--- config.mk ---
export PLATFORM = sky130hd
export DESIGN_NAME = wb_arbiter
export DESIGN_NICKNAME = d
export VERILOG_FILES = /design/src/rtl/wb_arbiter.sv
export SDC_FILE = /design/constraint.sdc
export NUM_CORES = 1
export LEC_CHECK = 0
export CORE_UTILIZATION = 50
export DETAILED_ROUTE_END_ITERATION = 10
export DONT_BUFFER_PORTS = 1
export GPL_ROUTABILITY_DRIVEN = 0
export PLACE_DENSITY = 0.73
export SETUP_SLACK_MARGIN = 0.1
export SLEW_MARGIN = 25
export SYNTH_ARGS = -nofsm -noshare
export SYNTH_HDL_FRONTEND = slang
export SYNTH_SLANG_ARGS = --single-unit
--- constraint.sdc ---
create_clock -name clk -period 3.2 [get_ports clk]
set_input_delay 0.48 -clock clk [delete_from_list [all_inputs] [get_ports clk]]
set_output_delay 0.48 -clock clk [all_outputs]
set_load 0.03 [all_outputs]
--- src/rtl/wb_arbiter.sv ---
// Writeback arbiter: merges the unstallable ALU result and buffered load responses
// into one registered register-file write per cycle. Define WB_FWD_EN for decode bypass ports.
module wb_arbiter #(
  parameter int LD_FIFO_DEPTH = 4,
  parameter int CNT_W         = 3
) (
  input  logic             clk,
  input  logic             rst_n,
  input  logic             alu_valid,
  input  logic [4:0]       alu_rd,
  input  logic [31:0]      alu_data,
  input  logic             ld_valid,
  output logic             ld_ready,
  input  logic [4:0]       ld_rd,
  input  logic [31:0]      ld_data,
  output logic             rf_we,
  output logic [4:0]       rf_waddr,
  output logic [31:0]      rf_wdata,
  output logic [CNT_W-1:0] ld_count,
`ifdef WB_FWD_EN
  input  logic [4:0]       fwd_raddr1,
  input  logic [4:0]       fwd_raddr2,
  output logic             fwd_hit1,
  output logic             fwd_hit2,
  output logic [31:0]      fwd_data1,
  output logic [31:0]      fwd_data2,
`endif
  output logic             wb_busy
);

  localparam int PTR_W = (LD_FIFO_DEPTH > 1) ? $clog2(LD_FIFO_DEPTH) : 1;

  logic [4:0]       fifo_rd   [LD_FIFO_DEPTH];
  logic [31:0]      fifo_data [LD_FIFO_DEPTH];
  logic [PTR_W-1:0] wr_ptr;
  logic [PTR_W-1:0] rd_ptr;
  logic             fifo_full;
  logic             fifo_empty;
  logic             ld_push;
  logic             ld_pop;

  // ld_ready depends only on registered occupancy, so a full FIFO never accepts
  // a push even when the head is popped in the same cycle.
  assign fifo_full  = (ld_count == CNT_W'(LD_FIFO_DEPTH));
  assign fifo_empty = (ld_count == '0);
  assign ld_ready   = !fifo_full;
  assign ld_push    = ld_valid && ld_ready && (ld_rd != 5'd0);
  assign ld_pop     = !alu_valid && !fifo_empty;

  always_ff @(posedge clk or negedge rst_n) begin
    if (!rst_n) begin
      wr_ptr   <= '0;
      rd_ptr   <= '0;
      ld_count <= '0;
    end else begin
      if (ld_push) wr_ptr <= wr_ptr + PTR_W'(1);
      if (ld_pop)  rd_ptr <= rd_ptr + PTR_W'(1);
      case ({ld_push, ld_pop})
        2'b10:   ld_count <= ld_count + CNT_W'(1);
        2'b01:   ld_count <= ld_count - CNT_W'(1);
        default: ld_count <= ld_count;
      endcase
    end
  end

  // Payload storage needs no reset: occupancy alone decides what is valid.
  always_ff @(posedge clk) begin
    if (ld_push) begin
      fifo_rd[wr_ptr]   <= ld_rd;
      fifo_data[wr_ptr] <= ld_data;
    end
  end

  always_ff @(posedge clk or negedge rst_n) begin
    if (!rst_n) begin
      rf_we    <= 1'b0;
      rf_waddr <= 5'd0;
      rf_wdata <= 32'd0;
    end else if (alu_valid) begin
      rf_we    <= (alu_rd != 5'd0);
      rf_waddr <= alu_rd;
      rf_wdata <= alu_data;
    end else if (!fifo_empty) begin
      rf_we    <= 1'b1;
      rf_waddr <= fifo_rd[rd_ptr];
      rf_wdata <= fifo_data[rd_ptr];
    end else begin
      rf_we    <= 1'b0;
    end
  end

  assign wb_busy = !fifo_empty || rf_we;

`ifdef WB_FWD_EN
  // Lets decode see the value the register file commits at the next edge.
  assign fwd_hit1  = rf_we && (rf_waddr == fwd_raddr1) && (fwd_raddr1 != 5'd0);
  assign fwd_hit2  = rf_we && (rf_waddr == fwd_raddr2) && (fwd_raddr2 != 5'd0);
  assign fwd_data1 = fwd_hit1 ? rf_wdata : 32'd0;
  assign fwd_data2 = fwd_hit2 ? rf_wdata : 32'd0;
`endif

endmodule
Word-level counts from Yosys, hierarchy flattened:

Memory sizes are Yosys's and may differ from the RTL's.
Cells that the tools add are included.

* mux-type cells: 9
* reduce and logical (&&, ||, !) cells: 11
* equality and inequality tests: 4
* add/subtract/negate cells: 4

Operator list (count)
* $mux W32: 2
* $mux W5: 2
* $reduce_bool A5 Y1: 2
* $pmux W3 S2: 1
* $add A2 B1 Y2 const B: 2
* $mux W1: 4
* $add A3 B1 Y3 const B: 1
* $eq A3 B3 Y1 const B: 1
* $logic_and A1 B1 Y1: 3
* $logic_not A1 Y1: 3
* $logic_not A3 Y1: 1
* $sub A3 B1 Y3 const B: 1
* $eq A2 B1 Y1 const B: 1
* $eq A2 B2 Y1 const B: 1
* $ne A2 B2 Y1 const B: 1
* $reduce_bool A2 Y1: 1
* $logic_or A1 B1 Y1: 1

* logic and storage cells: 36
* bits in registers: 45
* input bits: 78
* memories kept: 2
* bits in writable memories: 148
* output and inout bits: 43

Memories
* fifo_data: words 4, width 32, read ports 1, clocked after memory_dff 0, wr ports 1, line 34 `logic [31:0] fifo_data [LD_FIFO_DEPTH];`
* fifo_rd: words 4, width 5, read ports 1, clocked after memory_dff 0, wr ports 1, line 33 `logic [4:0] fifo_rd [LD_FIFO_DEPTH];`

Longest topological paths before layout:

* word-level depth: 6
* gate-level depth with buffers: 10
* mapped depth without buffers: 8

Worst setup path before layout:

Ideal clock, no wire load.

* kind: reg2reg
* start point: register ld_count[1]
* end point: register ld_count[2]
* data arrival time: 2.298 ns
* path buffers: 2
* setup time: 0.139 ns
* cell stages (with the launch flop): 11
* slack: 0.763 ns
* cells stage by stage: dfrtp_1 > nor3_2 > or2_1 > buf_2 > buf_4 > inv_1 > ha_1 > fa_1 > xnor2_1 > nor2_1 > xor2_1

RTL lines
* start: declaration: line 19 `output logic [CNT_W-1:0] ld_count,`
* start signal: assignment: line 59 `2'b10: ld_count <= ld_count + CNT_W'(1);`
* start signal: assignment: line 60 `2'b01: ld_count <= ld_count - CNT_W'(1);`
* start signal: assignment: line 61 `default: ld_count <= ld_count;`
* $logic_not A3 Y1 (*): line 45 `assign fifo_empty = (ld_count == '0);`
* $logic_not A1 Y1 (*): line 48 `assign ld_pop = !alu_valid && !fifo_empty;`
* $logic_and A1 B1 Y1 (*): line 48
* via ld_pop: line 40 `logic ld_pop;`
* $eq A2 B1 Y1 / $eq A2 B2 Y1 (equally long branches): line 58 `case ({ld_push, ld_pop})`
* $pmux W3 S2 / $reduce_bool A2 Y1 (equally long branches)

The timed path passes the listed nets; every way through them passes the cells marked *.
A chain may end at the register's enable or synchronous reset.

Final worst setup path:

* start point: register ld_count[1]
* end point: memory fifo_data[2][18], enable pin

* word-level cells in the longest chain between the ends: 6

RTL lines
* $eq A3 B3 Y1: line 44 `assign fifo_full = (ld_count == CNT_W'(LD_FIFO_DEPTH));`
* $logic_not A1 Y1: line 46 `assign ld_ready = !fifo_full;`
* via ld_ready: line 13 `output logic ld_ready,`
* $logic_and A1 B1 Y1 (2 in series): line 47 `assign ld_push = ld_valid && ld_ready && (ld_rd != 5'd0);`
* $mux W1: line 68 `if (ld_push) begin`
* $mux W1 (implied by the code): line 70 `fifo_data[wr_ptr] <= ld_data;`
* end: declaration: line 34

The timed path passes the listed nets, and every way through them passes these cells.

==> results.py <==
metrics = {
    "yosys": {
        "synth.distinct_cells": 33,
        "yosysSeqAreaShare": 0.749,
        "async_flop_share": 0.233,
        "synth_most_common_cell": "edfxtp_1",
        "synth_area_leaders": "edfxtp_1 (60%), dfrtp_1 (15%), mux4_2 (11%)",
        "avgSynthCellArea_um2": 19.1,
        "synth_top_cell_by_area": "edfxtp_1",
        "synth_flop_cell": "edfxtp_1",
        "syn-instance-count": 390,
        "syn_area_mm2": 0.00744,
        "synth-seq-cells": 193,
        "ys_warn_count": 0,
        "synth_top_area_share": 0.598,
        "synth_common_cells": "edfxtp_1 (148), dfrtp_1 (45), mux4_2 (37), inv_1 (36), a22oi_1 (31)",
        "synth_nets": 474,
        "synth_edf_count": 148,
    },
    "timing": {
        "fin_setup_tns_ps": 0,
        "grt_setup_unrepaired": "no",
        "period_minus_slack_ps": 2640,
        "fmax_mhz": 378,
        "relSlewSlack": 0.354,
        "setup_viol": 0,
        "hold_viol_final": 0,
        "worst_slew_pin_slew_ps": 968,
        "slew_viol_final": 0,
        "min_period_over_period": 0.826,
        "fin_skew_ps": 8.43,
        "setup_slack_ps": 557,
    },
    "clock_network": {
        "cts_tree": "yes",
        "cts_root_buffer": "clkbuf_16",
        "insertion_delay_ps": 430,
        "cts_buffers": 17,
        "cts_sinks": 193,
        "cts_buffer_depth": 2,
        "cts_max_level": 4,
        "clkTransAtPathRegs_ps": 60,
    },
    "cells_and_area": {
        "final_nets": 481,
        "drive_above_1_share": 0.217,
        "diodes": 0,
        "final_cells": 594,
        "area_growth_pct": 11.7,
        "design_area_mm2": 0.00830,
    },
    "critical_path": {
        "slowest_stage": "and2_2",
        "worstPathMaxFanout": 37,
        "critical_path_buf_inv_count": 0,
        "path_class": "flop to flop",
        "cp.arrival_ps": 2690,
        "endpoint_kind": "flop",
        "path_cells": "or3b_1 -> o211a_4 -> and2_2",
        "max_stage_delay_ps": 800,
        "worstPathRequired_ps": 3250,
        "cp_top_family": "simple AND/OR/NAND/NOR gates",
        "worstSetupStartpointType": "flop",
    },
    "drt": {
        "firstDrtPassIters": 5,
        "num_vias": 3448,
        "drt_iter0_drc": 223,
        "antenna_left": 0,
        "vias_per_cell": 5.80,
        "wire_per_inst_um": 22.8,
        "wirelength_um": 13500,
        "route.detailed.drc": 0,
    },
    "grt": {
        "grt_max_degree": 46,
        "grt_pass1_wl_um": 20100,
        "overflow": 0,
        "grt_pass1_vias": 3609,
        "grt_use_total": 0.189,
        "antenna_found_initial": 0,
    },
    "run_status": {
        "status": "finished clean",
    },
    "placed_design": {
        "portBuffers": 0,
        "place_area_mm2": 0.00761,
        "dp_hpwl_um": 7980,
        "dp_slack_ps": 521,
        "placedCellCount": 559,
    },
    "floorplanning": {
        "start_util": 0.512,
        "core-area_mm2": 0.0145,
        "die_w_um": 124,
        "die-area_mm2": 0.0154,
        "ios": 121,
        "num_rows": 44,
        "die_y_um": 124,
    },
    "flow_run": {
        "cap_violations": 0,
    },
    "power": {
        "peakVddDrop_mv": 0.485,
        "p_leak_uw": 0.00291,
        "total_power_uw": 8010,
        "power_density_mw_per_mm2": 964,
    },
    "hold_path": {
        "min_path_type": "primary input to flop",
    },
}
## kinds of logic after synthesis
kind of cell	count (synthesis)	share of synthesized area
AND/OR/NAND/NOR	20	0.0195
flip-flops	193	0.749
AO/OA/AOI/OAI	70	0.0636
multiplexers	40	0.117
XOR/XNOR	6	0.00707
buffers and inverters	55	0.0326
adder cells (fa/ha/maj)	6	0.0111
## power breakdown
group / total [µW] / internal [µW] / switching, µW
sequential: 4180 / 3350 / 831
clock: 2240 / 1390 / 851
combinational: 1580 / 797 / 783
total: 8010 / 5540 / 2470
## layout make-up
type | count | area, µm²
clock inverters | 13 | 190
repair buffers | 7 | 100
flip-flops and latches | 193 | 5570
well taps | 184 | 230
fillers | 1059 | 6230
multi-input cells | 142 | 1630
clock buffers | 19 | 443
inverters | 36 | 135
## per-stage QoR
stage / util / hold WS, ps
after global placement: 0.524 / 185
after floorplan: - / 184
after CTS: 0.570 / 123
after global routing: 0.571 / 115
after detailed placement: 0.524 / 185
final: 0.571 / 143
## worst reg2reg max path: cells and delay by family, from the launching register on
kind	cells	cell delay (ps)
simple gates	2	1280
compound gates	1	300
flops	1	660
## registers in the layout, indices dropped and copies added (netlist names)
signal,count
fifo_data,128
fifo_rd,20
ld_count,3
rd_ptr,2
rf_waddr,5
rf_wdata,32
rf_we,1
wr_ptr,2
## repair_timing
item | 4_1_cts | 5_1_grt
endpoints found under the setup margin | 0 | 0
hold buffers | 2 | 0
endpoints found under the hold margin | 45 | 0
gates resized for setup | 0 | 0
buffers inserted | 0 | 0
## metal layers
metal  up-vias  global-route usage  part of all wire
li1       1544                   -                 -
met4         0              0.0662            0.0079
met3         9              0.0829             0.090
met5         -                   0                 0
met2       136               0.295              0.49
met1      1759               0.237              0.41
## worst paths after layout
path | start | to | slack (ps) | depth (start not counted)
max | ld_count[1] | fifo_data[2][18] | 560 | 3
min | ld_data[25] | fifo_data[1][25] | 140 | 0
max reg2reg | ld_count[1] | fifo_data[2][18] | 560 | 3
min reg2reg | wr_ptr[1] | wr_ptr[1] | 600 | 1
max in group asynchronous | rst_n | rf_wdata[0] | 2400 | 2
min in group asynchronous | rst_n | rf_wdata[21] | 560 | 2
## layout by cell type, fill, tap and decap left out, drive strengths merged, types with 2 or more instances in the layout
cell,count
nor3,2
and2,4
mux4,37
clkinv,7
nor4,2
nand2b,7
a22oi,31
ha,5
edfxtp,148
xor2,2
xnor2,4
buf,6
o21ai,31
bufinv,5
inv,36
dfrtp,45
clkbuf,19
o221a,5
mux2,2
Note: power is estimated with default switching activity, not from simulation.
